<file path="config.mk">
export PLATFORM = sky130hd
export DESIGN_NAME = alu_nibble_sequencer
export DESIGN_NICKNAME = d
export VERILOG_FILES = /design/src/rtl/alu_seq_pkg.sv /design/src/rtl/alu_nibble_sequencer.sv
export SDC_FILE = /design/constraint.sdc
export NUM_CORES = 1
export LEC_CHECK = 0
export CELL_PAD_IN_SITES_DETAIL_PLACEMENT = 0
export CELL_PAD_IN_SITES_GLOBAL_PLACEMENT = 1
export CORE_ASPECT_RATIO = 0.75
export CORE_MARGIN = 2
export CORE_UTILIZATION = 36
export DETAILED_ROUTE_END_ITERATION = 8
export GPL_TIMING_DRIVEN = 0
export PLACE_DENSITY = 0.81
export SYNTH_ARGS = -nofsm -noshare
export SYNTH_HDL_FRONTEND = slang
export SYNTH_SLANG_ARGS = --single-unit
</file>
<file path="constraint.sdc">
create_clock -name clk -period 2.1 [get_ports clk]
set_input_delay 0.42 -clock clk [delete_from_list [all_inputs] [get_ports clk]]
set_output_delay 0.42 -clock clk [all_outputs]
set_load 0.02 [all_outputs]
</file>
<file path="src/rtl/alu_seq_pkg.sv">
// Shared opcodes, sequencer state encoding and helpers for alu_nibble_sequencer.
package alu_seq_pkg;

  localparam logic [2:0] OP_ADD = 3'd0;
  localparam logic [2:0] OP_SUB = 3'd1;
  localparam logic [2:0] OP_AND = 3'd4;
  localparam logic [2:0] OP_OR  = 3'd5;
  localparam logic [2:0] OP_XOR = 3'd6;

  typedef enum logic [1:0] {
    ST_IDLE = 2'd0,
    ST_RUN  = 2'd1,
    ST_DONE = 2'd2
  } state_t;

  // Only ADD/SUB chain a carry between nibbles and report carry/overflow.
  function automatic logic is_arith(input logic [2:0] op);
    return (op == OP_ADD) || (op == OP_SUB);
  endfunction

endpackage

</file>
<file path="src/rtl/alu_nibble_sequencer.sv">
// Drives an external 4-bit ALU through NIBBLES serial steps to perform one word-wide op.
// Optional `ALU_SEQ_ZERO_FLAG_EN adds rsp_zero, accumulated per nibble during RUN.
module alu_nibble_sequencer
  import alu_seq_pkg::*;
#(
  parameter int NIBBLES = 4
) (
  input  logic                   clk,
  input  logic                   rst,
  input  logic                   req_valid,
  output logic                   req_ready,
  input  logic [2:0]             req_op,
  input  logic [4*NIBBLES-1:0]   req_a,
  input  logic [4*NIBBLES-1:0]   req_b,
  input  logic                   req_cin,
  output logic                   rsp_valid,
  input  logic                   rsp_ready,
  output logic [4*NIBBLES-1:0]   rsp_y,
  output logic                   rsp_cout,
  output logic                   rsp_ovf,
  output logic [3:0]             alu_a,
  output logic [3:0]             alu_b,
  output logic [2:0]             alu_op,
  output logic                   alu_cin,
  input  logic [3:0]             alu_y,
  input  logic                   alu_cout,
  input  logic                   alu_ovf
`ifdef ALU_SEQ_ZERO_FLAG_EN
  ,
  output logic                   rsp_zero
`endif
);

  localparam int W    = 4 * NIBBLES;
  localparam int IDXW = $clog2(NIBBLES);
  localparam logic [IDXW-1:0] IDX_LAST = IDXW'(NIBBLES - 1);

  state_t          r_state;
  logic [IDXW-1:0] r_idx;
  logic [2:0]      r_op;
  logic [W-1:0]    r_a;
  logic [W-1:0]    r_b;
  logic            r_cin;
  logic            r_carry;
  logic [W-1:0]    r_yWork;
  logic [W-1:0]    r_rspY;
  logic            r_rspCout;
  logic            r_rspOvf;

  logic [IDXW+1:0] w_shamt;
  logic [W-1:0]    w_mask;
  logic [W-1:0]    w_yNext;
  logic            w_last;

  assign w_shamt = {r_idx, 2'b00};
  assign w_mask  = {{(W-4){1'b0}}, 4'hF} << w_shamt;
  assign w_yNext = (r_yWork & ~w_mask) | ({{(W-4){1'b0}}, alu_y} << w_shamt);
  assign w_last  = (r_idx == IDX_LAST);

  assign req_ready = (r_state == ST_IDLE);
  assign rsp_valid = (r_state == ST_DONE);
  assign rsp_y     = r_rspY;
  assign rsp_cout  = r_rspCout;
  assign rsp_ovf   = r_rspOvf;

  // ALU inputs are only live in RUN; logic ops never see a carry in.
  always_comb begin
    alu_a   = 4'h0;
    alu_b   = 4'h0;
    alu_op  = 3'd0;
    alu_cin = 1'b0;
    if (r_state == ST_RUN) begin
      alu_a  = 4'(r_a >> w_shamt);
      alu_b  = 4'(r_b >> w_shamt);
      alu_op = r_op;
      if (is_arith(r_op)) begin
        alu_cin = (r_idx == '0) ? r_cin : r_carry;
      end
    end
  end

`ifdef ALU_SEQ_ZERO_FLAG_EN
  logic r_zeroAcc;
  logic r_rspZero;
  logic w_zeroNext;

  assign w_zeroNext = ((r_idx == '0) ? 1'b1 : r_zeroAcc) & (alu_y == 4'h0);
  assign rsp_zero   = r_rspZero;

  // Zero flag is built nibble by nibble so no word-wide reduction is needed.
  always_ff @(posedge clk) begin
    if (rst) begin
      r_zeroAcc <= 1'b0;
      r_rspZero <= 1'b0;
    end else if (r_state == ST_RUN) begin
      r_zeroAcc <= w_zeroNext;
      if (w_last) begin
        r_rspZero <= w_zeroNext;
      end
    end
  end
`endif

  always_ff @(posedge clk) begin
    if (rst) begin
      r_state   <= ST_IDLE;
      r_idx     <= '0;
      r_op      <= 3'd0;
      r_a       <= '0;
      r_b       <= '0;
      r_cin     <= 1'b0;
      r_carry   <= 1'b0;
      r_yWork   <= '0;
      r_rspY    <= '0;
      r_rspCout <= 1'b0;
      r_rspOvf  <= 1'b0;
    end else begin
      case (r_state)
        ST_IDLE: begin
          if (req_valid) begin
            r_op    <= req_op;
            r_a     <= req_a;
            r_b     <= req_b;
            r_cin   <= req_cin;
            r_idx   <= '0;
            r_state <= ST_RUN;
          end
        end
        ST_RUN: begin
          r_yWork <= w_yNext;
          r_carry <= alu_cout;
          // Response registers only change at completion so the previous result stays put.
          if (w_last) begin
            r_rspY    <= w_yNext;
            r_rspCout <= is_arith(r_op) & alu_cout;
            r_rspOvf  <= is_arith(r_op) & alu_ovf;
            r_idx     <= '0;
            r_state   <= ST_DONE;
          end else begin
            r_idx <= r_idx + 1'b1;
          end
        end
        ST_DONE: begin
          if (rsp_ready) begin
            r_state <= ST_IDLE;
          end
        end
        default: r_state <= ST_IDLE;
      endcase
    end
  end

endmodule

</file>
### Yosys cells after proc, flatten, opt, wreduce, memory -nomap -nowiden

Index checks and enable logic that the tools add are counted.

* flip-flop bits (word level): 75
* input bits: 46
* logic and storage cells: 50

* add/subtract/negate cells: 1
* eq/ne operators: 7
* shift operators: 4
* mux-type cells: 13
* bitwise logic cells: 5
* reduce and logical (&&, ||, !) cells: 9

Operators by type and width (number)
* $shr 16x4->4: 2
* $and 16x16->16: 1
* $not 16->16: 1
* $or 16x16->16: 1
* $shl 4x4->16: 1
* $shl 4x4->16 const A: 1
* $mux 2: 5
* $mux 4: 2
* $pmux 2 s3: 1
* $reduce_and 2->1: 3
* $eq 2x2->1 const B: 2
* $logic_not 2->1: 2
* $ne 2x2->1 const B: 2
* $pmux 2 s2: 1
* $eq 3x1->1 const B: 1
* $logic_not 3->1: 1
* $mux 1: 3
* $mux 3: 1
* $reduce_and 3->1: 1
* $add 2x1->2 const B: 1
* $and 1x1->1: 2
* $eq 2x1->1 const B: 1
* $ne 2x1->1 const B: 1
* $reduce_bool 2->1: 1
* $logic_or 1x1->1: 1

### Depth between registers and ports, before layout

Gate-level depths: netlist of run 1.

* depth after elaboration: 4
* gate-level depth with buffers: 7

### Worst setup path before layout of run 1

Ideal clock, no wire load.

* path type: reg-to-output
* start point: register r_idx[0]
* end point: output port alu_cin
* arrival time: 1.845 ns
* setup slack: -0.165 ns
* cell stages (with the launch flop): 7
* path buffers: 2
* cells stage by stage: dfxtp_1 clkbuf_8 buf_4 inv_1 ha_1 mux2i_1 nor4_1

* longest elaborated chain between the ends: 4

RTL lines
* from (decl): line alu_nibble_sequencer.sv:39 `logic [IDXW-1:0] r_idx;`
* from (signal assigned): line alu_nibble_sequencer.sv:140 `r_idx <= r_idx + 1'b1;`
* $logic_not 2->1: line alu_nibble_sequencer.sv:77 `alu_cin = (r_idx == '0) ? r_cin : r_carry;`
* $mux 1: line alu_nibble_sequencer.sv:77
* $mux 1: line alu_nibble_sequencer.sv:76 `if (is_arith(r_op)) begin`
* $mux 1: line alu_nibble_sequencer.sv:72 `if (r_state == ST_RUN) begin`
* to (decl): line alu_nibble_sequencer.sv:24 `output logic alu_cin,`

No other way between the ends.

### Final worst setup path of run 1

Same ends and word-level chain as after synthesis.

==> results of run 1 <==
## repair_timing
item / in CTS / in global routing
hold buffers: 0 / 0
gates resized for setup: 69 / 30
pin swaps: 1 / 8
endpoints found under the setup margin: 12 / 11
gates cloned: 0 / 0
buffers inserted: 3 / 9
## critical path, cell delays in order, from the launching register on
cell	delay, ns
dfxtp_4	0.36
clkbuf_16	0.14
buf_8	0.11
inv_6	0.03
ha_4	0.16
mux2i_2	0.15
nor4_2	0.27
buf_4	0.18
## stage by stage
| stage | total power [mW] | utilization, % |
|---|---|---|
| 2_1_floorplan | 1.74 | - |
| 3_3_place_gp | 1.91 | 47.5 |
| 3_5_place_dp | 1.92 | 47.5 |
| 4_1_cts | 3.28 | 51.1 |
| 5_1_grt | 3.44 | 52.8 |
| 6_report | 3.29 | 52.8 |
## cell usage after synthesis (2+ instances only)
cell type	n
nand2_1	81
dfxtp_1	71
a21oi_1	45
nor3_1	32
nor2_1	29
a211oi_1	16
nor2b_1	15
and2_1	11
buf_2	10
clkbuf_1	10
mux4_2	8
and3b_1	5
buf_4	5
ha_1	4
nand4_1	4
buf_6	3
nand3_1	3
inv_1	2
nand2b_1	2
## logic make-up (layout without fill, tap and decap cells)
| family | after synthesis | in the layout | synth area share (%) |
|---|---|---|---|
| AO/OA/AOI/OAI | 63 | 63 | 11.6 |
| adder cells (fa/ha/maj) | 4 | 4 | 1.62 |
| AND/OR/NAND/NOR | 187 | 187 | 28.6 |
| buffers and inverters | 33 | 137 | 6.11 |
| multiplexers | 9 | 9 | 6.15 |
| flip-flops | 71 | 71 | 45.9 |
## worst max-delay path by stage
stage	endpoint	startpoint	slack [ns]	cells after the start
3_5_place_dp	alu_cin	r_idx[1]	-0.67	6
5_1_grt	alu_cin	r_idx[0]	-0.13	7
3_3_place_gp	alu_cin	r_idx[1]	-0.67	6
4_1_cts	alu_cin	r_idx[0]	-0.04	7
6_report	alu_cin	r_idx[0]	-0.07	7
2_1_floorplan	alu_cin	r_idx[0]	0.06	6
## flip-flops by register name, summed over array words and instances (netlist names)
name / flops
r_cin: 1
r_state: 2
rsp_ovf: 1
r_carry: 1
r_yWork: 12
r_b: 16
rsp_y: 16
r_a: 16
r_op: 3
rsp_cout: 1
r_idx: 2
## per-layer routing
layer,part of all wire (%),GRT usage [%],vias up
li1,-,-,1439
met1,48,25.5,1347
met2,45,29.7,75
met3,5.9,6.35,4
met4,0.37,4.04,0
met5,0,0,-
## where the power goes
group,switching [mW],internal (mW)
registers,0.0350,1.42
clock network,0.546,0.793
logic,0.244,0.258
total,0.825,2.47
## final cells by class
| type | instances | area (um^2) | share of cell area, % |
|---|---|---|---|
| Buffer | 31 | 243 | 5.46 |
| Multi-Input combinational cell | 263 | 1520 | 34.3 |
| Clock inverter | 4 | 22.5 | 0.507 |
| Sequential cell | 71 | 1430 | 32.2 |
| Timing Repair Buffer | 88 | 838 | 18.9 |
| Inverter | 2 | 16.3 | 0.366 |
| Tap cell | 108 | 135 | 3.04 |
| Clock buffer | 12 | 236 | 5.32 |
==> impl_metrics.json, run 1 <==
{
  "cts_buffers": 9,
  "fin_crit_sh_pct": 103,
  "slew_headroom_pct": 62.3,
  "drt-vias-per-instance": 4.95,
  "nFillCells": 832,
  "hold_viol": 0,
  "cellLeakagePower_nw": 1.70,
  "die_w_um": 111,
  "power.density_nw_per_um2": 741,
  "synth_edf_count": 0,
  "rsz0062_at_grt": "yes",
  "status": "finished with violations",
  "dp_cells": 551,
  "min_from": "r_op[0]",
  "die-area_um2": 9360,
  "cts_max_path_buffers": 2,
  "synth_top_area_share_pct": 45.9,
  "setup_slack_ns": -0.0721,
  "drv_slew": 0,
  "cts_tree": "done",
  "cts_root_buffer": "clkbuf_16",
  "final_cell_mix": "nand2_1, dfxtp_1, clkdlybuf4s50_1",
  "yosys_warnings": 0,
  "holdPathStages": 2,
  "clkLatencyLatePin_ns": 0.33,
  "grt_max_degree": 12,
  "rows": 29,
  "grt_use_total_pct": 18.9,
  "stdcell_count": 579,
  "crit_arrival_ns": 1.75,
  "min_path_type": "flop to flop",
  "async_reset_ff_share_pct": 0,
  "synth_cells": 367,
  "place_congestion": 0.796,
  "final_nets": 516,
  "portBuffers": 76,
  "ir_drop_uv": 353,
  "place_area_um2": 4000,
  "syn2layout_area_growth_pct": 43.6,
  "skew_ns": 0.0100,
  "required_ns": 1.68,
  "ys_types": 30,
  "start_util_pct": 36.8,
  "grt_pass1_vias": 2839,
  "postLayoutCellArea_um2": 4440,
  "overflow": 0,
  "hold-path-endpoint": "r_op[0]",
  "tightest_slew_ns": 0.566,
  "die_h_um": 84.3,
  "reg2reg_to": "rsp_y[2]",
  "cp-start-kind": "flop",
  "clkSinkCount": 71,
  "ant_nets": 0,
  "worst_r2r_startpoint": "r_idx[0]",
  "coreArea_um2": 8420,
  "setup-tns-final_ns": -0.242,
  "drive_gt1_share_pct": 17.6,
  "cp_max_fo": 4,
  "yosys_most_used_dff": "dfxtp_1",
  "antenna_found_initial": 0,
  "fmax_mhz": 460,
  "vias": 2865,
  "avgSynthCellArea_um2": 8.43,
  "yosysSeqAreaShare_pct": 45.9,
  "dp_hpwl_um": 5940,
  "violations": "negative setup slack",
  "cts_htree_levels": 3,
  "post_drt_wl_per_cell_um": 14.9,
  "drc": 0,
  "diodes": 0,
  "grt_pass1_wl_um": 14100,
  "pre_cts_ws_ns": -0.674,
  "synth_seq_cells": 71,
  "final_common_cell": "nand2_1",
  "r2r_slack_ns": 0.26,
  "ys_top_cells_by_area": "dfxtp_1, nand2_1, a21oi_1, mux4_2, nor3_1",
  "drv_cap": 0,
  "io_pins": 78,
  "syn_area_um2": 3090,
  "first_pass_iters": 4,
  "wl_um": 8610,
  "whs_ns": 0.450,
  "clkTransAtPathRegs_ns": 0.06,
  "synth_top_area_cell": "dfxtp_1",
  "cp-end-kind": "output port",
  "path_class": "flop to output port",
  "reg2reg_depth": 7,
  "syn_nets": 417,
  "post-route-min-period_ns": 2.17,
  "drtIter0Drc": 147,
  "setup_violations": 7
}
(Power assumes the default switching activity.)
==> run 2: changes to the inputs <==
HOLD_SLACK_MARGIN = 0.15   (was default)
==> results of run 2 <==
The final DEF is identical to that of run 1; final timing and power are the same.
==> run 3: changes to the inputs <==
CTS_BUF_LIST = sky130_fd_sc_hd__clkbuf_16   (was default)
==> run 3 against run 2 <==
Compared with the run above: the flow still finishes with violations (negative setup slack); via count grew 0.24%; cell count is the same; hold slack is the same; combinational power is essentially flat; non-clock buffer count is the same; sequential power is essentially flat; global-route usage is the same; first-iteration DRC count shrank 0.68%; flip-flop and latch count is the same; clock power is essentially flat; highest routed layer unchanged.
==> impl_metrics.json, run 3 (same netlist as run 1, synthesis figures left out) <==
{
  "drt-vias-per-instance": 4.96,
  "power_mw": 3.28,
  "portBuffers": 76,
  "clkTransAtPathRegs_ns": 0.06,
  "setup_slack_ns": -0.0708,
  "grt_pass1_wl_um": 14100,
  "cellLeakagePower_nw": 1.72,
  "min_path_type": "flop to flop",
  "required_ns": 1.68,
  "tightest_slew_ns": 0.566,
  "path_class": "flop to output port",
  "cts_root_buffer": "clkbuf_16",
  "io_pins": 78,
  "finish.utilization_pct": 52.7,
  "overflow": 0,
  "drc": 0,
  "setup-tns-final_ns": -0.230,
  "post-route-min-period_ns": 2.17,
  "fmax_mhz": 461,
  "setup_violations": 7,
  "final_nets": 516,
  "grt_max_degree": 12,
  "final_cell_mix": "nand2_1, dfxtp_1, clkdlybuf4s50_1",
  "status": "finished with violations",
  "cts_buffers": 9,
  "power.density_nw_per_um2": 738,
  "grt_use_total_pct": 18.9,
  "clkSinkCount": 71,
  "post_drt_wl_per_cell_um": 14.9,
  "crit_arrival_ns": 1.75,
  "start_util_pct": 36.8,
  "drtIter0Drc": 146,
  "violations": "negative setup slack",
  "cts_htree_levels": 3,
  "cts_max_path_buffers": 2,
  "min_from": "r_op[0]",
  "final_common_cell": "nand2_1",
  "dp_hpwl_um": 5940,
  "antenna_found_initial": 0,
  "rows": 29,
  "cp-start-kind": "flop",
  "first_pass_iters": 4,
  "cp-end-kind": "output port",
  "die_h_um": 84.3,
  "holdPathStages": 2,
  "coreArea_um2": 8420,
  "syn2layout_area_growth_pct": 43.5,
  "place_area_um2": 4000,
  "drv_cap": 0,
  "worst_r2r_startpoint": "r_idx[0]",
  "ant_nets": 0,
  "grt_pass1_vias": 2839,
  "rsz0062_at_grt": "yes",
  "slew_headroom_pct": 62.3,
  "cts_tree": "done",
  "fin_crit_sh_pct": 103,
  "wl_um": 8620,
  "die-area_um2": 9360,
  "reg2reg_depth": 7,
  "postLayoutCellArea_um2": 4440,
  "vias": 2872,
  "skew_ns": 0.00988,
  "die_w_um": 111,
  "diodes": 0,
  "ir_drop_uv": 350,
  "hold_viol": 0,
  "clkLatencyLatePin_ns": 0.33,
  "cp_max_fo": 4,
  "nFillCells": 833,
  "critPathLaunch": "r_idx[0]",
  "place_congestion": 0.796,
  "drv_slew": 0,
  "drive_gt1_share_pct": 17.6
}
-- run 3: cell types whose count changed in the layout (fill, tap and decap cells not counted) --
cell / delta
buf_8: -1
clkbuf_4: -1
clkbuf_8: +1
clkbuf_1: -3
buf_4: +1
inv_1: +3
-- run 3: stage by stage --
step	setup WS [ns]	instances	hold slack (ns)
floorplan	0.0627	367	0.432
global placement	-0.674	551	0.440
detailed placement	-0.674	551	0.447
CTS	-0.0384	570	0.454
global route	-0.125	579	0.469
finish	-0.0708	579	0.450
-- run 3: path summary, 6_finish.rpt --
check	end	slack [ns]
worst min register to register	r_op[0]	0.45
worst max register to register	rsp_y[2]	0.26
worst max-delay path	alu_cin	-0.07
worst min-delay path	r_op[0]	0.45
-- run 3: where the power goes --
part,internal (mW),switching (mW),total [mW]
clock,0.778,0.545,1.32
combinational,0.258,0.244,0.502
sequential,1.42,0.0350,1.45
total,2.45,0.824,3.28
-- run 3: timing repair --
item	in CTS	in global routing
cloned	0	0
buffers inserted	3	9
setup endpoints to repair	12	11
hold buffers	0	0
resized for setup	69	30
pin swaps	1	8
-- run 3: layout make-up --
type / count / area, um^2 / area share (%)
buffer: 31 / 241 / 5.44
clock buffer: 9 / 225 / 5.07
clock inverter: 7 / 33.8 / 0.761
inverter: 2 / 16.3 / 0.366
multi-input combinational: 263 / 1520 / 34.3
sequential: 71 / 1430 / 32.2
tap: 108 / 135 / 3.04
timing repair buffer: 88 / 838 / 18.9
-- run 3: layer usage --
| metal | up-vias | part of all wire [%] | global-route usage [%] |
|---|---|---|---|
| li1 | 1439 | - | - |
| met1 | 1355 | 49 | 25.5 |
| met2 | 76 | 46 | 29.7 |
| met3 | 2 | 5.6 | 6.35 |
| met4 | 0 | 0.28 | 4.04 |
| met5 | - | 0 | 0 |
-- run 3: worst max-delay path, stage by stage (launching register included) --
cell	delay, ns
dfxtp_4	0.36
clkbuf_16	0.14
buf_8	0.11
inv_6	0.03
ha_4	0.16
mux2i_2	0.15
nor4_2	0.27
buf_4	0.18
